`src/rtl/data_memory_pkg.sv`:
```
// Shared types and helpers for the parametrised data memory controller.
// Parity storage is enabled by defining DATA_MEMORY_PARITY_EN.
package data_memory_pkg;

    localparam int DMEM_DATA_W    = 8;
    localparam int DMEM_ADDR_W    = 4;
    localparam int DMEM_PAR_MAX_W = 64;

    typedef enum logic {
        ST_CLEAR,
        ST_RUN
    } state_t;

    // Callers zero-extend their word; extra zero bits do not change the parity.
    function automatic logic even_parity(input logic [DMEM_PAR_MAX_W-1:0] d);
        return ^d;
    endfunction

endpackage

```
`src/rtl/dmem_array_1r1w.sv`:
```
// Plain synchronous storage: one write port, one registered read port.
// Read-before-write on a same-address collision, as block RAM behaves.
module dmem_array_1r1w
    import data_memory_pkg::*;
#(
    parameter int WIDTH = DMEM_DATA_W,
    parameter int DEPTH = 16,
    parameter int AW    = DMEM_ADDR_W
) (
    input  logic             clk,
    input  logic             we,
    input  logic [AW-1:0]    waddr,
    input  logic [WIDTH-1:0] wdata,
    input  logic             re,
    input  logic [AW-1:0]    raddr,
    output logic [WIDTH-1:0] rdata
);

    logic [WIDTH-1:0] mem_reg [DEPTH];
    logic [WIDTH-1:0] rdata_reg;

    always_ff @(posedge clk) begin
        if (we) begin
            mem_reg[waddr] <= wdata;
        end
        if (re) begin
            rdata_reg <= mem_reg[raddr];
        end
    end

    assign rdata = rdata_reg;

endmodule

```
`src/rtl/data_memory_ctrl.sv`:
```
// Registered-read data memory with ready/valid requests, zero-fill after reset
// and out-of-range detection. Define DATA_MEMORY_PARITY_EN for per-word parity.
module data_memory_ctrl
    import data_memory_pkg::*;
#(
    parameter int DATA_W = DMEM_DATA_W,
    parameter int ADDR_W = DMEM_ADDR_W,
    parameter int DEPTH  = 16
) (
    input  logic              clk,
    input  logic              rst,
    input  logic              mem_read,
    input  logic              mem_write,
    input  logic [ADDR_W-1:0] access_addr,
    input  logic [DATA_W-1:0] write_data,
    output logic              ready,
    output logic [DATA_W-1:0] read_data,
    output logic              read_valid,
    output logic              addr_err
`ifdef DATA_MEMORY_PARITY_EN
    ,
    output logic              parity_err
`endif
);

`ifdef DATA_MEMORY_PARITY_EN
    localparam int WORD_W = DATA_W + 1;
`else
    localparam int WORD_W = DATA_W;
`endif

    localparam logic [ADDR_W:0] DEPTH_L = (ADDR_W + 1)'(DEPTH);
    localparam logic [ADDR_W:0] LAST_L  = (ADDR_W + 1)'(DEPTH - 1);

    state_t            state_reg;
    logic [ADDR_W:0]   clr_ptr_reg;
    logic              read_valid_reg;
    logic              addr_err_reg;
    logic              zero_reg;

    logic              in_range;
    logic              running;
    logic              arr_we;
    logic              arr_re;
    logic [ADDR_W-1:0] arr_waddr;
    logic [WORD_W-1:0] arr_wdata;
    logic [WORD_W-1:0] arr_rdata;
    logic [WORD_W-1:0] word_in;

    assign in_range = ({1'b0, access_addr} < DEPTH_L);
    assign running  = (state_reg == ST_RUN);

`ifdef DATA_MEMORY_PARITY_EN
    assign word_in = {even_parity(DMEM_PAR_MAX_W'(write_data)), write_data};
`else
    assign word_in = write_data;
`endif

    // Reset wins over both the clear sweep and any request in the same cycle.
    assign arr_we    = !rst && (running ? (mem_write && in_range) : 1'b1);
    assign arr_waddr = running ? access_addr : clr_ptr_reg[ADDR_W-1:0];
    assign arr_wdata = running ? word_in : '0;
    assign arr_re    = !rst && running && mem_read && in_range;

    dmem_array_1r1w #(
        .WIDTH (WORD_W),
        .DEPTH (DEPTH),
        .AW    (ADDR_W)
    ) u_array (
        .clk   (clk),
        .we    (arr_we),
        .waddr (arr_waddr),
        .wdata (arr_wdata),
        .re    (arr_re),
        .raddr (access_addr),
        .rdata (arr_rdata)
    );

    always_ff @(posedge clk) begin
        if (rst) begin
            state_reg      <= ST_CLEAR;
            clr_ptr_reg    <= '0;
            read_valid_reg <= 1'b0;
            addr_err_reg   <= 1'b0;
            zero_reg       <= 1'b1;
        end else begin
            case (state_reg)
                ST_CLEAR: begin
                    clr_ptr_reg    <= clr_ptr_reg + (ADDR_W + 1)'(1);
                    read_valid_reg <= 1'b0;
                    addr_err_reg   <= 1'b0;
                    if (clr_ptr_reg == LAST_L) begin
                        state_reg <= ST_RUN;
                    end
                end
                ST_RUN: begin
                    read_valid_reg <= mem_read;
                    addr_err_reg   <= (mem_read || mem_write) && !in_range;
                    // zero_reg masks the RAM output so an out-of-range read yields 0.
                    if (mem_read) begin
                        zero_reg <= !in_range;
                    end
                end
                default: state_reg <= ST_CLEAR;
            endcase
        end
    end

    assign ready      = running;
    assign read_data  = zero_reg ? '0 : arr_rdata[DATA_W-1:0];
    assign read_valid = read_valid_reg;
    assign addr_err   = addr_err_reg;

`ifdef DATA_MEMORY_PARITY_EN
    assign parity_err = read_valid_reg && !zero_reg && (^arr_rdata);
`endif

endmodule

```
`config.mk`:
```
export PLATFORM = sky130hd
export DESIGN_NAME = data_memory_ctrl
export DESIGN_NICKNAME = d
export VERILOG_FILES = /design/src/rtl/data_memory_pkg.sv /design/src/rtl/dmem_array_1r1w.sv /design/src/rtl/data_memory_ctrl.sv
export SDC_FILE = /design/constraint.sdc
export NUM_CORES = 1
export LEC_CHECK = 0
export CORE_MARGIN = 2
export CORE_UTILIZATION = 55
export CTS_BUF_LIST = sky130_fd_sc_hd__clkbuf_4 sky130_fd_sc_hd__clkbuf_8 sky130_fd_sc_hd__clkbuf_16
export DETAILED_ROUTE_END_ITERATION = 8
export GPL_TIMING_DRIVEN = 1
export PLACE_DENSITY_LB_ADDON = 0.08
export REMOVE_ABC_BUFFERS = 1
export SETUP_SLACK_MARGIN = 0.02
export SLEW_MARGIN = 15
export SYNTH_ARGS = -nofsm -noshare
export SYNTH_HDL_FRONTEND = slang
export SYNTH_SLANG_ARGS = --single-unit
```
`constraint.sdc`:
```
create_clock -name clk -period 4 [get_ports clk]
set_input_delay 0.4 -clock clk [delete_from_list [all_inputs] [get_ports clk]]
set_output_delay 0.4 -clock clk [all_outputs]
set_load 0.01 [all_outputs]
```
# After elaboration in Yosys (flattened, before gate mapping)
# Memory sizes are Yosys's and may differ from the RTL's. A register that Yosys moved wholly into a read port is not among the register bits.
# Cells that the tools add are included.
# word_totals
elab_cells	22
latch_bits	0
ram_bits	128
output_inout_bits	11
n_memories	1
romBits	0
in_bits	16
regBits	8
# mem_list
memory	depth	width	read_ports	rd_ports_with_merged_regs	write_ports	line	rtl
u_array.mem_reg	16	8	1	1	1	dmem_array_1r1w.sv:19	logic [WIDTH-1:0] mem_reg [DEPTH];
# classes
add_sub_neg	1
n_lt_le_gt_ge	0
bitwise	1
shifts	0
reduce_logical	5
n_mux	9
eq_ne	1
div	0
n_mul	0
# ops
op	n
8-bit 2-to-1 mux	2
5-bit by 1-bit adder with 5-bit output (second input constant)	1
5-bit by 4-bit == test with 1-bit output (second input constant)	1
1-bit 2-to-1 mux	5
4-bit 2-to-1 mux	1
1-bit logical AND	3
1-bit case mux with 2 select lines	1
2-bit AND reduction	1
1-bit logical NOT	1
1-bit inverter	1

# Depth between registers and ports, before layout
# logic_depth
ltp_word	4
mapped_depth	7
depth_no_buf	6

# Cells and area by module
# Synthesis repeated with hierarchy kept, for this count alone.
# hier_totals
hier_cells	287
area_unflattened_um2	5740.5
# modules_own_cells
module	area_each_um2	seq_area_each_um2	instances	cells_per_inst
dmem_array_1r1w	5227.5	4083.9	1	229
data_memory_ctrl	513.0	160.2	1	58

# Worst setup path before layout
# No wires, ideal clock.
# synth_timing
path_type	reg-to-reg
startpoint	reg state_reg (netlist: ready)
endpoint	mem u_array.mem_reg[2][0] (netlist bit) (enable)
arrival_ns	1.477
synth_period_minus_slack_ns	1.847
stages_incl_launch_ff	5
t_required_ns	3.630
setup_ns	0.370
path_buffers	2
setup_slack_ns	2.153
cell_sequence	dfxtp_1 > buf_2 > buf_1 > a32oi_1 > nor2_1
# synth_between
elab_chain_cells	4
elab_cells_between_ends	5
classes_between	4 x mux; 1 x reduce/logical
# synth_lines
item	line	rtl
start: declaration	data_memory_ctrl.sv:35	state_t state_reg;
start signal: assignment	data_memory_ctrl.sv:81	state_reg <= ST_CLEAR;
start signal: assignment	data_memory_ctrl.sv:93	state_reg <= ST_RUN;
start signal: assignment	data_memory_ctrl.sv:104	default: state_reg <= ST_CLEAR;
1-bit 2-to-1 mux	data_memory_ctrl.sv:60	assign arr_we = !rst && (running ? (mem_write && in_range) : 1'b1);
1-bit logical AND	data_memory_ctrl.sv:60	
1-bit 2-to-1 mux	dmem_array_1r1w.sv:23	if (we) begin
1-bit 2-to-1 mux (not written as such)	dmem_array_1r1w.sv:24	mem_reg[waddr] <= wdata;
end: declaration	dmem_array_1r1w.sv:19	
# Several ways; a longest one is shown, not always the timed one.

# Worst setup path after layout
# layout_timing
startpoint	reg state_reg (netlist: ready)
endpoint	mem u_array.mem_reg[1][4] (netlist bit) (enable)
# The elaborated chain is that of the path after synthesis.

==> results.md <==
* Postcts setup bufs at 0
* Prevailing post-synth register cell: edfxtp_1
* Core Region at 10200 um^2
* FMAX at 0.364 GHz
* Setup TNS at 0 ps
* Vias in the first global route at 2917
* Crit path cell chain: mux2i_1 > nor2b_1 > nand2_1 > nor2_1
* Clock period minus worst slack at 2750 ps
* Number of diodes at 0
* Top cells by area, synth: edfxtp_1 (71%), mux4_2 (9.4%), dfxtp_1 (2.8%)
* CP bufs+invs at 0
* Number of flops mapped to enable cells by yosys at 136
* Crit-path leading delay family: simple AND/OR/NAND/NOR gates
* Clock root cell: clkbuf_8
* Vias per std cell at 5.81
* # clock sinks at 144
* Drt pass-1 iters at 4
* Maximum vdd ir drop at 263 uV
* Wire per inst at 22.3 um
* DRT iter0 DRCs at 255
* Final Hold Viols at 0
* Setup Crit Path Kind: flip-flop to flip-flop
* M2 GR Usage at 33.8%
* Area leader, netlist: edfxtp_1
* #FFs+latches synth at 144
* MaxCap Viol Count at 0
* CP required at 4140 ps
* Max-slew violations at 0
* Row count at 37
* Post-Syn Area at 5750 um^2
* Die Height at 106 um
* CTS tree: built
* Initial Util at 56.2%
* Crit-path max cell delay at 960 ps
* Critical path arrival at 2890 ps
* Post-synthesis cell type count at 37
* Final WL at 11100 um
* Worst Setup End Kind: flip-flop
* Worst-path maximum fanout at 29
* Share of the synthesized area in the top cell type at 71.0%
* Final antenna-violating net count at 0
* Layout area overhead at 16.4%
* Post-detail-place hpwl at 7210 um
* Grt met1 use at 31.3%
* Comb pwr share at 4.3%
* Most frequent cell after synthesis: edfxtp_1
* Clk Latency, worst-skew pair at 520 ps
* Worst-margin pin slew at 1010 ps
* Mapped Cells at 312
* Filler cell count at 722
* Clk pwr share at 45.7%
* Flip-flop count of the largest register after layout at 128
* Sequential area share after synthesis at 73.8%
* I/O Buffers at 25
* Final net count at 366
* Count of final setup violators at 0
* Die Width at 106 um
* YS warnings at 0
* Antenna violations before repair at 0
* # IOs at 27
* Slew margin rel. at 32.4%
* Int Power at 2.67 mW
* Average size of a mapped cell at 18.4 um^2
* Routed vias at 2874
* CP Launch Type: flip-flop
* Net Sw Frac at 19.6%
* Psw at 0.649 mW
* Die area at 11300 um^2
* Share of layout cells above drive strength 1 at 20.1%
* Status: finished clean
* Hold Crit Class: input port to flip-flop
* Pin count of the biggest net entering global routing at 41
* Max stage delay cell, worst path: dfxtp_1
* Fin util at 65.5%
* Depth of the CTS H-tree at 4
* CTS Buffer Depth at 2
* CTS buffer count at 17
* GR Util met3 at 5.09%
* Lkg Pwr at 2.32 nW
* Gr usage total at 22.0%
* Gr ovfl total at 0
* First-pass GRT wire length at 17300 um
* Commonest cells post-synth: edfxtp_1 (136), nor2_1 (31), mux4_2 (24)
* Period utilisation layout at 68.7%
* Layout Skew at 6.49 ps
* Hold_buf cts at 0
* # resized after CTS at 0
* Power Density at 495 nW/um^2
* RSZ-0062 raised after global routing: no
* Post-synth ARST share at 0%
* Clock Pin Slew Worst Setup and Hold Paths at 60 ps
* Drt drc at 0
* GRT Max-Usage Layer: met2
* Reg power frac at 49.9%
* GPL Wtd Cong at 0.776
placed cells by master (no fill, tap or decap), types with 10 or more instances in the layout:
| cell | count |
|---|---|
| nor2_1 | 31 |
| edfxtp_1 | 136 |
| nor2b_1 | 14 |
| clkbuf_16 | 16 |
| clkdlybuf4s50_1 | 24 |
| mux2i_1 | 10 |
| mux4_2 | 24 |
| and2_1 | 10 |
worst reg2reg max path, cell delays in order (launching register included):
cell	delay, ps
dfxtp_1	960
mux2i_1	310
nor2b_1	200
nand2_1	140
nor2_1	760
worst paths after layout:
kind | startpoint | end | slack (ps) | cells past startpoint
setup / recovery | ready | u_array.mem_reg[1][4] | 1250 | 4
hold / removal | mem_read | read_valid | 500 | 2
setup reg to reg | ready | u_array.mem_reg[1][4] | 1250 | 4
hold reg to reg | clr_ptr_reg[4] | clr_ptr_reg[4] | 500 | 2
metal layers:
| metal | up-vias | part of all wire, % |
|---|---|---|
| met2 | 109 | 49 |
| met3 | 15 | 8.2 |
| li1 | 1304 | - |
| met1 | 1446 | 41 |
| met4 | 0 | 1.1 |
| met5 | - | 0 |
area by class of cell:
cell class / instances / area, um^2 / share of cell area (%)
clock buffers: 19 / 429 / 6.41
clock inverters: 11 / 143 / 2.13
inverters: 4 / 15.0 / 0.224
multi-input cells: 148 / 1380 / 20.6
flip-flops and latches: 144 / 4240 / 63.4
well taps: 136 / 170 / 2.54
repair buffers: 33 / 318 / 4.75
power groups by stage:
| stage | Combinational [mW] | Clock, mW | Sequential (mW) |
|---|---|---|---|
| final | 0.144 | 1.52 | 1.66 |
| after global routing | 0.156 | 1.60 | 1.66 |
| after CTS | 0.146 | 1.54 | 1.66 |
| after detailed placement | 0.145 | 0 | 1.69 |
| after global placement | 0.144 | 0 | 1.69 |
| after floorplan | 0.0771 | 0 | 1.68 |
kinds of logic (layout without fill, tap and decap cells):
| logic type | Yosys count | after routing | synth area share [%] |
|---|---|---|---|
| other | 1 | 1 | 0.0652 |
| and+or+nand+nor | 69 | 69 | 6.01 |
| DFF | 144 | 144 | 73.8 |
| muxes | 42 | 42 | 13.2 |
| buffers and inverters | 20 | 67 | 2.24 |
| xor gates and xnor gates | 3 | 3 | 0.457 |
| adders and majority gates | 2 | 2 | 0.435 |
| AOI/OAI and AO/OA | 31 | 31 | 3.76 |
stage by stage:
step / instance area (um^2) / hold slack (ps) / cells / power [mW] / setup slack, ps
6_report: 6700 / 504 / 495 / 3.32 / 1250
5_1_grt: 6700 / 499 / 495 / 3.41 / 971
4_1_cts: 6700 / 486 / 495 / 3.34 / 1230
3_5_place_dp: 6120 / 494 / 465 / 1.83 / 892
3_3_place_gp: 6120 / 466 / 465 / 1.83 / 940
2_1_floorplan: 5640 / 454 / 296 / 1.76 / 1920
Note: power is estimated with default switching activity, not from simulation.
